### config.mk
export PLATFORM = sky130hd
export DESIGN_NAME = path_rle_encoder
export DESIGN_NICKNAME = d
export VERILOG_FILES = /design/src/rtl/maze_pkg.sv /design/src/rtl/path_tok_fifo.sv /design/src/rtl/path_rle_encoder.sv
export SDC_FILE = /design/constraint.sdc
export NUM_CORES = 1
export LEC_CHECK = 0
export ABC_AREA = 0
export CORE_MARGIN = 1
export CORE_UTILIZATION = 48
export CTS_BUF_LIST = sky130_fd_sc_hd__clkbuf_8 sky130_fd_sc_hd__clkbuf_16
export CTS_CLUSTER_SIZE = 12
export DETAILED_ROUTE_END_ITERATION = 10
export GPL_TIMING_DRIVEN = 1
export PLACE_DENSITY = 0.66
export SLEW_MARGIN = 0
export SYNTH_ARGS = -nofsm -noshare
export SYNTH_HDL_FRONTEND = slang
export SYNTH_HIERARCHICAL = 1
export SYNTH_SLANG_ARGS = --single-unit
### constraint.sdc
create_clock -name clk -period 3.5 [get_ports clk]
set_clock_uncertainty 0.05 [all_clocks]
set_input_delay 0.7 -clock clk [delete_from_list [all_inputs] [get_ports clk]]
set_output_delay 0.7 -clock clk [all_outputs]
set_load 0.005 [all_outputs]
### src/rtl/maze_pkg.sv
// Shared definitions for the maze path stream: grid size, step directions,
// the run-length token layout and the encoder state encodings.
package maze_pkg;

    localparam int MAZE_WIDTH = 17;
    localparam int LEN_WIDTH  = 5;

    localparam logic [1:0] RIGHT = 2'd0;
    localparam logic [1:0] DOWN  = 2'd1;
    localparam logic [1:0] LEFT  = 2'd2;
    localparam logic [1:0] UP    = 2'd3;

    typedef struct packed {
        logic [1:0]           dir;
        logic [LEN_WIDTH-1:0] len;
        logic                 last;
    } path_tok_t;

    typedef enum logic [1:0] {
        IDLE  = 2'd0,
        RUN   = 2'd1,
        DRAIN = 2'd2
    } enc_state_t;

endpackage

### src/rtl/path_tok_fifo.sv
// Synchronous token FIFO. Pointers carry an extra wrap bit so full/empty come
// from an MSB compare; a push into a full FIFO only lands if a pop frees a slot.
module path_tok_fifo #(
    parameter int WIDTH = 8,
    parameter int DEPTH = 8
) (
    input  logic             clk,
    input  logic             rst_n,
    input  logic             push,
    input  logic [WIDTH-1:0] din,
    input  logic             pop,
    output logic [WIDTH-1:0] dout,
    output logic             full,
    output logic             empty
);
    localparam int AW = $clog2(DEPTH);

    logic [WIDTH-1:0] mem [DEPTH];
    logic [AW:0]      wr_ptr;
    logic [AW:0]      rd_ptr;
    logic             do_push;
    logic             do_pop;

    assign empty   = (wr_ptr == rd_ptr);
    assign full    = (wr_ptr[AW] != rd_ptr[AW]) && (wr_ptr[AW-1:0] == rd_ptr[AW-1:0]);
    assign do_pop  = pop && !empty;
    assign do_push = push && (!full || do_pop);

    // NOTE: registers take non-blocking assignments so every flop samples pre-edge values.
    always_ff @(posedge clk or negedge rst_n) begin
        if (!rst_n) begin
            wr_ptr <= '0;
            rd_ptr <= '0;
        end else begin
            if (do_push) wr_ptr <= wr_ptr + (AW+1)'(1);
            if (do_pop)  rd_ptr <= rd_ptr + (AW+1)'(1);
        end
    end

    // NOTE: storage is deliberately unreset; empty pointers make stale contents unobservable.
    always_ff @(posedge clk) begin
        if (do_push) mem[wr_ptr[AW-1:0]] <= din;
    end

    assign dout = empty ? '0 : mem[rd_ptr[AW-1:0]];

endmodule

### src/rtl/path_rle_encoder.sv
// Run-length encoder for the maze solver direction stream: tracks the walker
// position, packs equal-direction runs into tokens and drains them via valid/ready.
module path_rle_encoder #(
    parameter int MAZE_WIDTH = maze_pkg::MAZE_WIDTH,
    parameter int LEN_WIDTH  = maze_pkg::LEN_WIDTH,
    parameter int FIFO_DEPTH = 8,
    parameter int CNT_WIDTH  = 9
) (
    input  logic                 clk,
    input  logic                 rst_n,
    input  logic                 in_valid,
    input  logic [1:0]           in_dir,
    output logic                 tok_valid,
    input  logic                 tok_ready,
    output logic [1:0]           tok_dir,
    output logic [LEN_WIDTH-1:0] tok_len,
    output logic                 tok_last,
    output logic                 done,
    output logic [CNT_WIDTH-1:0] step_count,
    output logic                 err_oob,
    output logic                 err_end,
    output logic                 err_ovf
);
    import maze_pkg::*;

    localparam int                   CW      = $clog2(MAZE_WIDTH);
    localparam logic [CW-1:0]        GOAL    = CW'(MAZE_WIDTH - 1);
    localparam logic [LEN_WIDTH-1:0] LEN_MAX = '1;
    localparam logic [LEN_WIDTH-1:0] LEN_ONE = LEN_WIDTH'(1);
    localparam logic [CNT_WIDTH-1:0] CNT_ONE = CNT_WIDTH'(1);

    typedef logic signed [CW:0] coord_t;
    localparam coord_t COORD_MAX = coord_t'(MAZE_WIDTH - 1);

    typedef struct packed {
        logic [1:0]           dir;
        logic [LEN_WIDTH-1:0] len;
        logic                 last;
    } tok_t;

    enc_state_t           state;
    enc_state_t           state_nxt;
    logic [CW-1:0]        pos_x;
    logic [CW-1:0]        pos_y;
    logic [CW-1:0]        nxt_x;
    logic [CW-1:0]        nxt_y;
    coord_t               sx;
    coord_t               sy;
    logic                 step_oob;
    logic [1:0]           run_dir;
    logic [LEN_WIDTH-1:0] run_len;
    logic                 start;
    logic                 step;
    logic                 extend;
    logic                 finish;
    logic                 push;
    logic                 pop;
    logic                 fifo_full;
    logic                 fifo_empty;
    tok_t                 push_tok;
    tok_t                 head_tok;

    // A new path always steps from the origin, whatever the last path left behind.
    always_comb begin
        sx = (state == IDLE) ? coord_t'(0) : coord_t'({1'b0, pos_x});
        sy = (state == IDLE) ? coord_t'(0) : coord_t'({1'b0, pos_y});
        case (in_dir)
            RIGHT:   sy = sy + coord_t'(1);
            DOWN:    sx = sx + coord_t'(1);
            LEFT:    sy = sy - coord_t'(1);
            default: sx = sx - coord_t'(1);
        endcase
        step_oob = 1'b0;
        nxt_x    = sx[CW-1:0];
        nxt_y    = sy[CW-1:0];
        if (sx < coord_t'(0)) begin
            nxt_x    = '0;
            step_oob = 1'b1;
        end else if (sx > COORD_MAX) begin
            nxt_x    = GOAL;
            step_oob = 1'b1;
        end
        if (sy < coord_t'(0)) begin
            nxt_y    = '0;
            step_oob = 1'b1;
        end else if (sy > COORD_MAX) begin
            nxt_y    = GOAL;
            step_oob = 1'b1;
        end
    end

    always_ff @(posedge clk or negedge rst_n) begin
        if (!rst_n) state <= IDLE;
        else        state <= state_nxt;
    end

    // NOTE: every output of this block gets a default first, so no path infers a latch.
    always_comb begin
        state_nxt = state;
        start     = 1'b0;
        step      = 1'b0;
        extend    = 1'b0;
        finish    = 1'b0;
        push      = 1'b0;
        push_tok  = '0;
        done      = 1'b0;
        case (state)
            IDLE: begin
                if (in_valid) begin
                    start     = 1'b1;
                    state_nxt = RUN;
                end
            end
            RUN: begin
                if (in_valid) begin
                    step = 1'b1;
                    if (in_dir == run_dir && run_len != LEN_MAX) begin
                        extend = 1'b1;
                    end else begin
                        push     = 1'b1;
                        push_tok = '{dir: run_dir, len: run_len, last: 1'b0};
                    end
                end else begin
                    push      = 1'b1;
                    push_tok  = '{dir: run_dir, len: run_len, last: 1'b1};
                    finish    = 1'b1;
                    state_nxt = DRAIN;
                end
            end
            DRAIN: begin
                if (fifo_empty) begin
                    done      = 1'b1;
                    state_nxt = IDLE;
                end
            end
            default: state_nxt = IDLE;
        endcase
    end

    always_ff @(posedge clk or negedge rst_n) begin
        if (!rst_n) begin
            pos_x      <= '0;
            pos_y      <= '0;
            run_dir    <= RIGHT;
            run_len    <= '0;
            step_count <= '0;
            err_oob    <= 1'b0;
            err_end    <= 1'b0;
            err_ovf    <= 1'b0;
        end else begin
            if (start) begin
                pos_x      <= nxt_x;
                pos_y      <= nxt_y;
                run_dir    <= in_dir;
                run_len    <= LEN_ONE;
                step_count <= CNT_ONE;
                err_oob    <= step_oob;
                err_end    <= 1'b0;
                err_ovf    <= 1'b0;
            end else if (step) begin
                pos_x   <= nxt_x;
                pos_y   <= nxt_y;
                run_dir <= in_dir;
                run_len <= extend ? run_len + LEN_ONE : LEN_ONE;
                if (step_count != '1) step_count <= step_count + CNT_ONE;
                if (step_oob)         err_oob    <= 1'b1;
            end
            // The end check uses the position reached by the final accepted step.
            if (finish) begin
                err_end <= (pos_x != GOAL) || (pos_y != GOAL);
                run_len <= '0;
            end
            if (push && fifo_full && !pop) err_ovf <= 1'b1;
        end
    end

    path_tok_fifo #(
        .WIDTH ($bits(tok_t)),
        .DEPTH (FIFO_DEPTH)
    ) u_fifo (
        .clk   (clk),
        .rst_n (rst_n),
        .push  (push),
        .din   (push_tok),
        .pop   (pop),
        .dout  (head_tok),
        .full  (fifo_full),
        .empty (fifo_empty)
    );

    assign tok_valid = !fifo_empty;
    assign pop       = tok_valid && tok_ready;
    assign tok_dir   = head_tok.dir;
    assign tok_len   = head_tok.len;
    assign tok_last  = head_tok.last;

endmodule

After elaboration in Yosys (flattened, before gate mapping)
Memories as Yosys holds them, arrays and structs flattened.
Cells that the tools add are included.
W data, S select, Z words.
{ "word_totals": {"regBits": 39, "ramBits": 64, "input_bits": 6, "out_inout_bits": 22, "elab_cells": 117, "mem_count": 1} }
{ "memory_table": {"columns": ["name", "depth", "word_bits", "rd", "rd_clocked_by_memory_dff", "write_ports", "line_no", "source"], "rows": [
  ["u_fifo.mem", 8, 8, 1, 0, 1, "path_tok_fifo.sv:18", "logic [WIDTH-1:0] mem [DEPTH];"]
]} }
{ "op_classes": {"n_addsub": 8, "magnitude_cmp": 4, "n_eq_ne": 15, "mux": 54, "reduce_logical": 24} }
{ "ops": {"columns": ["op", "count"], "rows": [
  ["$mux W5", 14],
  ["$mux W8", 4],
  ["$mux W9", 3],
  ["$mux W1", 25],
  ["$pmux W6 S2", 2],
  ["$ne A5 B5 Y1 const B", 3],
  ["$add A5 B1 Y6 const B", 2],
  ["$gt A6 B6 Y1 const B", 2],
  ["$lt A6 B1 Y1 const B", 2],
  ["$sub A5 B1 Y6 const B", 2],
  ["$mux W2", 5],
  ["$reduce_bool A2 Y1", 5],
  ["$add A9 B1 Y9 const B", 1],
  ["$ne A9 B9 Y1 const B", 1],
  ["$add A4 B1 Y4 const B", 2],
  ["$logic_and A1 B1 Y1", 7],
  ["$pmux W2 S3", 1],
  ["$add A5 B1 Y5 const B", 1],
  ["$eq A2 B1 Y1 const B", 2],
  ["$eq A2 B2 Y1 const B", 2],
  ["$eq A4 B4 Y1", 1],
  ["$logic_not A2 Y1", 2],
  ["$ne A2 B2 Y1 const B", 2],
  ["$reduce_and A2 Y1", 2],
  ["9 further kinds", 12]
]} }

Depth between registers and ports, before layout
Gate-level depths: netlist of run 1.
{ "depth": {"ltp_word": 12, "depth_mapped": 13} }

Hierarchy
The synthesis of run 1 kept the hierarchy.
{ "by_module_without_submodules": {"columns": ["module", "n_inst", "cells_per_inst", "area_each_um2"], "rows": [
  ["path_tok_fifo", 1, 157, 3025.4],
  ["path_rle_encoder", 1, 284, 2339.7]
]} }

Worst setup path after synthesis of run 1
No wires, ideal clock.
{ "synth_timing": {"kind": "input-to-reg", "start": "input port in_dir[0]", "end": "register pos_y[0]", "setup_time_ns": 0.118, "arrival_ns": 3.334, "required_ns": 3.332, "setup_slack_ns": -0.002, "stages": 13, "path_buffers": 3, "path_cell_list": "buf_1 buf_2 buf_1 nand2b_1 inv_1 ha_1 o21ai_0 a21oi_1 or4b_1 a31oi_1 o21bai_2 a211oi_1 a21o_1"} }
{ "synth_between": {"elab_chain_cells": 7, "word_cells_on_any_way": 9} }
{ "synth_lines": {"columns": ["item", "line_no", "source"], "rows": [
  ["from (decl)", "path_rle_encoder.sv:12", "input logic [1:0] in_dir,"],
  ["$eq A2 B2 Y1 / $logic_not A2 Y1 (equally long branches)", "path_rle_encoder.sv:67", "case (in_dir)"],
  ["$pmux W6 S2 (*)", "path_rle_encoder.sv:67", null],
  ["$gt A6 B6 Y1", "path_rle_encoder.sv:86", "end else if (sy > COORD_MAX) begin"],
  ["$mux W5", "path_rle_encoder.sv:86", null],
  ["$mux W5 (*)", "path_rle_encoder.sv:83", "if (sy < coord_t'(0)) begin"],
  ["$mux W5", "path_rle_encoder.sv:160", "end else if (step) begin"],
  ["$mux W5 (*)", "path_rle_encoder.sv:151", "if (start) begin"],
  ["to (signal assigned)", "path_rle_encoder.sv:153", "pos_y <= nxt_y;"],
  ["to (signal assigned)", "path_rle_encoder.sv:162", "pos_y <= nxt_y;"],
  ["to (decl)", "path_rle_encoder.sv:44", "logic [CW-1:0] pos_y;"]
]} }
Every way passes the cells marked *; elsewhere a longest branch is shown, timed or not. The select of a mux whose other input is x is not followed.
A chain may end at the register's enable or synchronous reset.

Final worst setup path of run 1
{ "layout_timing": {"start": "register u_fifo.rd_ptr[0]", "end": "output port tok_last"} }
{ "layout_between": {"elab_chain_cells": 2, "word_cells_on_any_way": 3} }
{ "layout_lines": {"columns": ["item", "line_no", "source"], "rows": [
  ["from (decl)", "path_tok_fifo.sv:20", "logic [AW:0] rd_ptr;"],
  ["from (signal assigned)", "path_tok_fifo.sv:36", "if (do_pop) rd_ptr <= rd_ptr + (AW+1)'(1);"],
  ["$mem_v2 Z8 W8 / $eq A4 B4 Y1 (equally long branches)", null, null],
  ["$mux W8 (*)", "path_tok_fifo.sv:45", "assign dout = empty ? '0 : mem[rd_ptr[AW-1:0]];"],
  ["to (decl)", "path_rle_encoder.sv:17", "output logic tok_last,"]
]} }
Every way passes the cells marked *; elsewhere a longest branch is shown, timed or not.

==> parameters.txt, run 1 <==
Parameter                              Value

Yosys
  Net count after synthesis ... 461
  Average cell area after synthesis ... 12.17 um^2
  Post-synth top flop ... sky130_fd_sc_hd__edfxtp_1
  Number of unique standard cell types used by synthesis ... 74
  Top area cells in the synthesized netlist ... sky130_fd_sc_hd__edfxtp_1 36%, sky130_fd_sc_hd__dfrtp_1 18%, sky130_fd_sc_hd__mux4_2 5.5%
  Fraction of the yosys area taken by sequential cells ... 54.01%
  Area of the mapped netlist ... 5365 um^2
  Fraction of synthesized cell area taken by the top area cell type ... 35.82%
  Synthesis Warnings ... 6
  Cell type contributing the most total cell area after synthesis ... sky130_fd_sc_hd__edfxtp_1
  Cells after Synth ... 441
  Post-synthesis async set-or-reset flop share ... 37.86%
  Number of enable-type register cells in the synthesized netlist ... 64
  Flop and latch count out of synthesis ... 103

Placed design
  Post-DP HPWL ... 7.809 mm
  Buffers on Ports ... 27
  Worst setup timing slack at the placement stage ... 0.06822 ns
  Final GP Congestion ... 0.9513

Cells and area
  Share of cells above drive strength 1 ... 14.46%
  Final core occ ... 55.54%
  Diodes inserted ... 0
  Relative area change from synthesis to final layout ... 12.71%
  Final net count ... 499
  Number of fill cells in the layout ... 932

Critical path
  Critical Path RT ... 2.75 ns
  Setup Crit Path Kind ... reg2out
  Largest driver fanout on the critical path ... 20
  Beginning of the critical path ... u_fifo/rd_ptr[0]
  Nature of the critical path startpoint ... register
  Arrival time of data at the critical path endpoint ... 2.39 ns
  Endpoint kind of the worst setup timing path ... output pin
  Launch instance of the worst register-to-register path ... state[1]

Floorplan
  Die Y-Extent ... 107.7 um
  I/O pin count ... 28
  Die Area ... 11600 um^2
  Floorplan core area ... 10890 um^2
  Standard-cell rows ... 38
  Initial core utilization ... 49.28%
  Die span in x ... 107.7 um

Clocking
  Sink Count ... 103
  Hold_buf cts ... 0
  Number of levels in the clock H-tree ... 3
  Resized Gates After CTS ... 0
  Number of buffers inserted during clock tree synthesis ... 9
  Reg clk slew, reported paths ... 0.10 ns
  Clock buffer depth ... 2
  Clock tree from TritonCTS ... built
  CTS Root Cell ... sky130_fd_sc_hd__clkbuf_8
  Worst-Skew Late Latency ... 0.37 ns
  Post-CTS setup repair buffer count ... 0

Global route
  Initial antenna violation count ... 0
  Via count of the first global-routing pass ... 3494
  Largest net degree at the start of global routing ... 40
  Wire length of the first global-routing pass ... 18.28 mm
  Overall track demand over capacity in global routing ... 21.11%
  Total grt overflow ... 0

STA
  Final clock period utilization by the worst path ... 89.59%
  Worst slew margin ... 40.79%
  Shortest period the worst path allows ... 3.135 ns
  Sum Neg Setup Slack ... 0 ns
  Max Freq ... 318.9 MHz
  Unrepaired setup endpoints after global routing ... no
  Count of endpoints failing setup in the final report ... 0
  Final hold violation count ... 0
  Post-route worst hold slack ... 0.3922 ns
  Slew Limit Fails ... 0
  Worst slew pin tran ... 0.8882 ns
  Setup slack of the critical path after layout ... 0.3645 ns

Power and ir drop
  IR Drop Worst-Case VDD ... 564.4 uV
  Post-layout power ... 4.566 mW
  Leakage power figure ... 2.349 nW
  Power density over the cells ... 755.1 nW/um^2

Status
  Status ... completed

Drt
  Antenna viol nets, final ... 0
  Vias after detailed routing ... 3621
  Residual DRC ... 0
  Post-DR wirelength/cell ... 18.09 um
  Routed wl met3 ... 373 um
  Met1 wire length ... 5.335 mm
  Highest metal layer with signal wires ... met4
  Met2 layer wire length in the routed design ... 5.347 mm
  Detailed-router iteration count before antenna repair ... 4
  Number of vias per cell after detailed routing ... 5.803
  Detailed-route wire length ... 11.29 mm
  Number of DRC markers in iteration 0 ... 234

Worst hold path
  Worst min-delay path category ... in2async

Flow run
  Max-cap violations ... 0
-- worst max-delay path: stages (launching register included) --
cell	delay, ns
sky130_fd_sc_hd__dfrtp_1	0.34
sky130_fd_sc_hd__buf_4	0.35
sky130_fd_sc_hd__mux4_1	0.60
sky130_fd_sc_hd__mux2i_1	0.20
sky130_fd_sc_hd__nor2_1	0.08
sky130_fd_sc_hd__clkdlybuf4s50_1	0.44
-- power by group --
group,total [mW],switching (mW),internal [mW]
Sequential,1.77,0.229,1.54
Combinational,2.12,1.09,1.02
Clock,0.679,0.417,0.261
Total,4.57,1.74,2.83
-- path summary, 6_finish.rpt --
| path | end | slack (ns) | cells past startpoint |
|---|---|---|---|
| max | tok_last | 0.36 | 5 |
| min | u_fifo/rd_ptr[1] | 0.39 | 1 |
| max reg2reg | pos_y[0] | 0.54 | 10 |
| min reg2reg | pos_y[4] | 0.46 | 2 |
| max in group asynchronous | step_count[0] | 2.45 | 1 |
| min in group clk | pos_y[4] | 0.46 | 2 |
-- sequential cells by signal, summed over array words and instances, names as in the netlist --
register and flops:
pos_y 5, u_fifo/mem 64, state 2, err_end 1, err_oob 1, step_count 9
err_ovf 1, run_dir 2, run_len 5, pos_x 5, u_fifo/wr_ptr 4, u_fifo/rd_ptr 4
-- final cells by class --
class                           instances  area (um^2)  share of cell area, %
Multi-Input combinational cell        302         2303                  38.09
Sequential cell                       103         2898                  47.92
Clock inverter                          7        48.80                 0.8070
Timing Repair Buffer                   53        460.4                  7.614
Clock buffer                            9        123.9                  2.048
Tap cell                              140        175.2                  2.897
Inverter                               10        37.54                 0.6207
-- synthesized netlist by cell type, types with 5 or more instances --
cell type / instances
sky130_fd_sc_hd__or3_1: 5
sky130_fd_sc_hd__nor3_1: 12
sky130_fd_sc_hd__a22o_1: 9
sky130_fd_sc_hd__nand2b_1: 6
sky130_fd_sc_hd__a21o_1: 5
sky130_fd_sc_hd__xnor2_1: 9
sky130_fd_sc_hd__mux4_2: 13
sky130_fd_sc_hd__buf_2: 9
sky130_fd_sc_hd__nand3_1: 5
sky130_fd_sc_hd__o21ai_1: 6
sky130_fd_sc_hd__nand4_1: 5
sky130_fd_sc_hd__edfxtp_1: 64
sky130_fd_sc_hd__nand2_1: 36
sky130_fd_sc_hd__a31oi_1: 7
sky130_fd_sc_hd__ha_1: 13
sky130_fd_sc_hd__dfrtp_1: 39
sky130_fd_sc_hd__nor2_1: 37
sky130_fd_sc_hd__mux2i_1: 9
sky130_fd_sc_hd__inv_1: 9
sky130_fd_sc_hd__o31ai_1: 7
sky130_fd_sc_hd__and2_1: 13
sky130_fd_sc_hd__o21ai_0: 10
sky130_fd_sc_hd__clkbuf_1: 8
sky130_fd_sc_hd__a21oi_1: 22
-- per-layer routing --
metal / track usage (%) / vias to the layer above
li1: - / 1727
met1: 29.88 / 1812
met2: 33.29 / 68
met3: 1.998 / 14
met4: 9.002 / 0
met5: 0 / -
-- placed cells by master, fill, tap and decap left out, types with 4 or more instances in the layout --
cell type                         netlist  layout
sky130_fd_sc_hd__buf_4                  2      26
sky130_fd_sc_hd__nor2_1                37      37
sky130_fd_sc_hd__nand4_1                5       5
sky130_fd_sc_hd__o21ai_0               10      10
sky130_fd_sc_hd__a22o_1                 9       9
sky130_fd_sc_hd__a31oi_1                7       7
sky130_fd_sc_hd__xnor2_1                9       9
sky130_fd_sc_hd__clkdlybuf4s50_1        0      26
sky130_fd_sc_hd__nor2b_1                4       4
sky130_fd_sc_hd__ha_1                  13      13
sky130_fd_sc_hd__nor3_1                12      12
sky130_fd_sc_hd__and2_1                13      13
sky130_fd_sc_hd__a211oi_1               4       4
sky130_fd_sc_hd__edfxtp_1              64      64
sky130_fd_sc_hd__dfrtp_1               39      39
sky130_fd_sc_hd__mux2i_1                9       9
sky130_fd_sc_hd__nand2_1               36      36
sky130_fd_sc_hd__o21a_1                 4       4
sky130_fd_sc_hd__nand3_1                5       5
sky130_fd_sc_hd__xor2_1                 4       4
sky130_fd_sc_hd__o21ai_1                6       6
sky130_fd_sc_hd__o31ai_1                7       7
sky130_fd_sc_hd__or3_1                  5       5
sky130_fd_sc_hd__mux4_2                13      13
sky130_fd_sc_hd__clkbuf_8               0       9
sky130_fd_sc_hd__nand2b_1               6       6
sky130_fd_sc_hd__a21o_1                 5       5
sky130_fd_sc_hd__a21oi_1               22      22
sky130_fd_sc_hd__inv_1                  9      10
-- cells by family (layout without fill, tap and decap cells) --
| logic type | count (synthesis) | after routing | synth area share [%] |
|---|---|---|---|
| compound gates | 94 | 94 | 12.08 |
| buf+inv | 36 | 79 | 3.171 |
| simple gates | 150 | 150 | 14.76 |
| mux | 27 | 27 | 9.025 |
| fa+ha+maj | 14 | 14 | 3.405 |
| xor+xnor | 17 | 17 | 3.545 |
| flops | 103 | 103 | 54.01 |
-- per-stage QoR --
stage                     cell area [um^2]  std cells
after global routing                  6047        624
after global placement                5874        608
final                                 6047        624
after CTS                             6047        624
after detailed placement              5874        608
after floorplan                       5366        441
(Power assumes the default switching activity.)
==> run 2: changes to the inputs <==
- CTS_BUF_LIST: sky130_fd_sc_hd__clkbuf_8 sky130_fd_sc_hd__clkbuf_16 -> sky130_fd_sc_hd__clkbuf_8
- SLEW_MARGIN: 0 -> not set
==> results of run 2 <==
No change in the layout: final DEF, timing and power equal those of run 1.
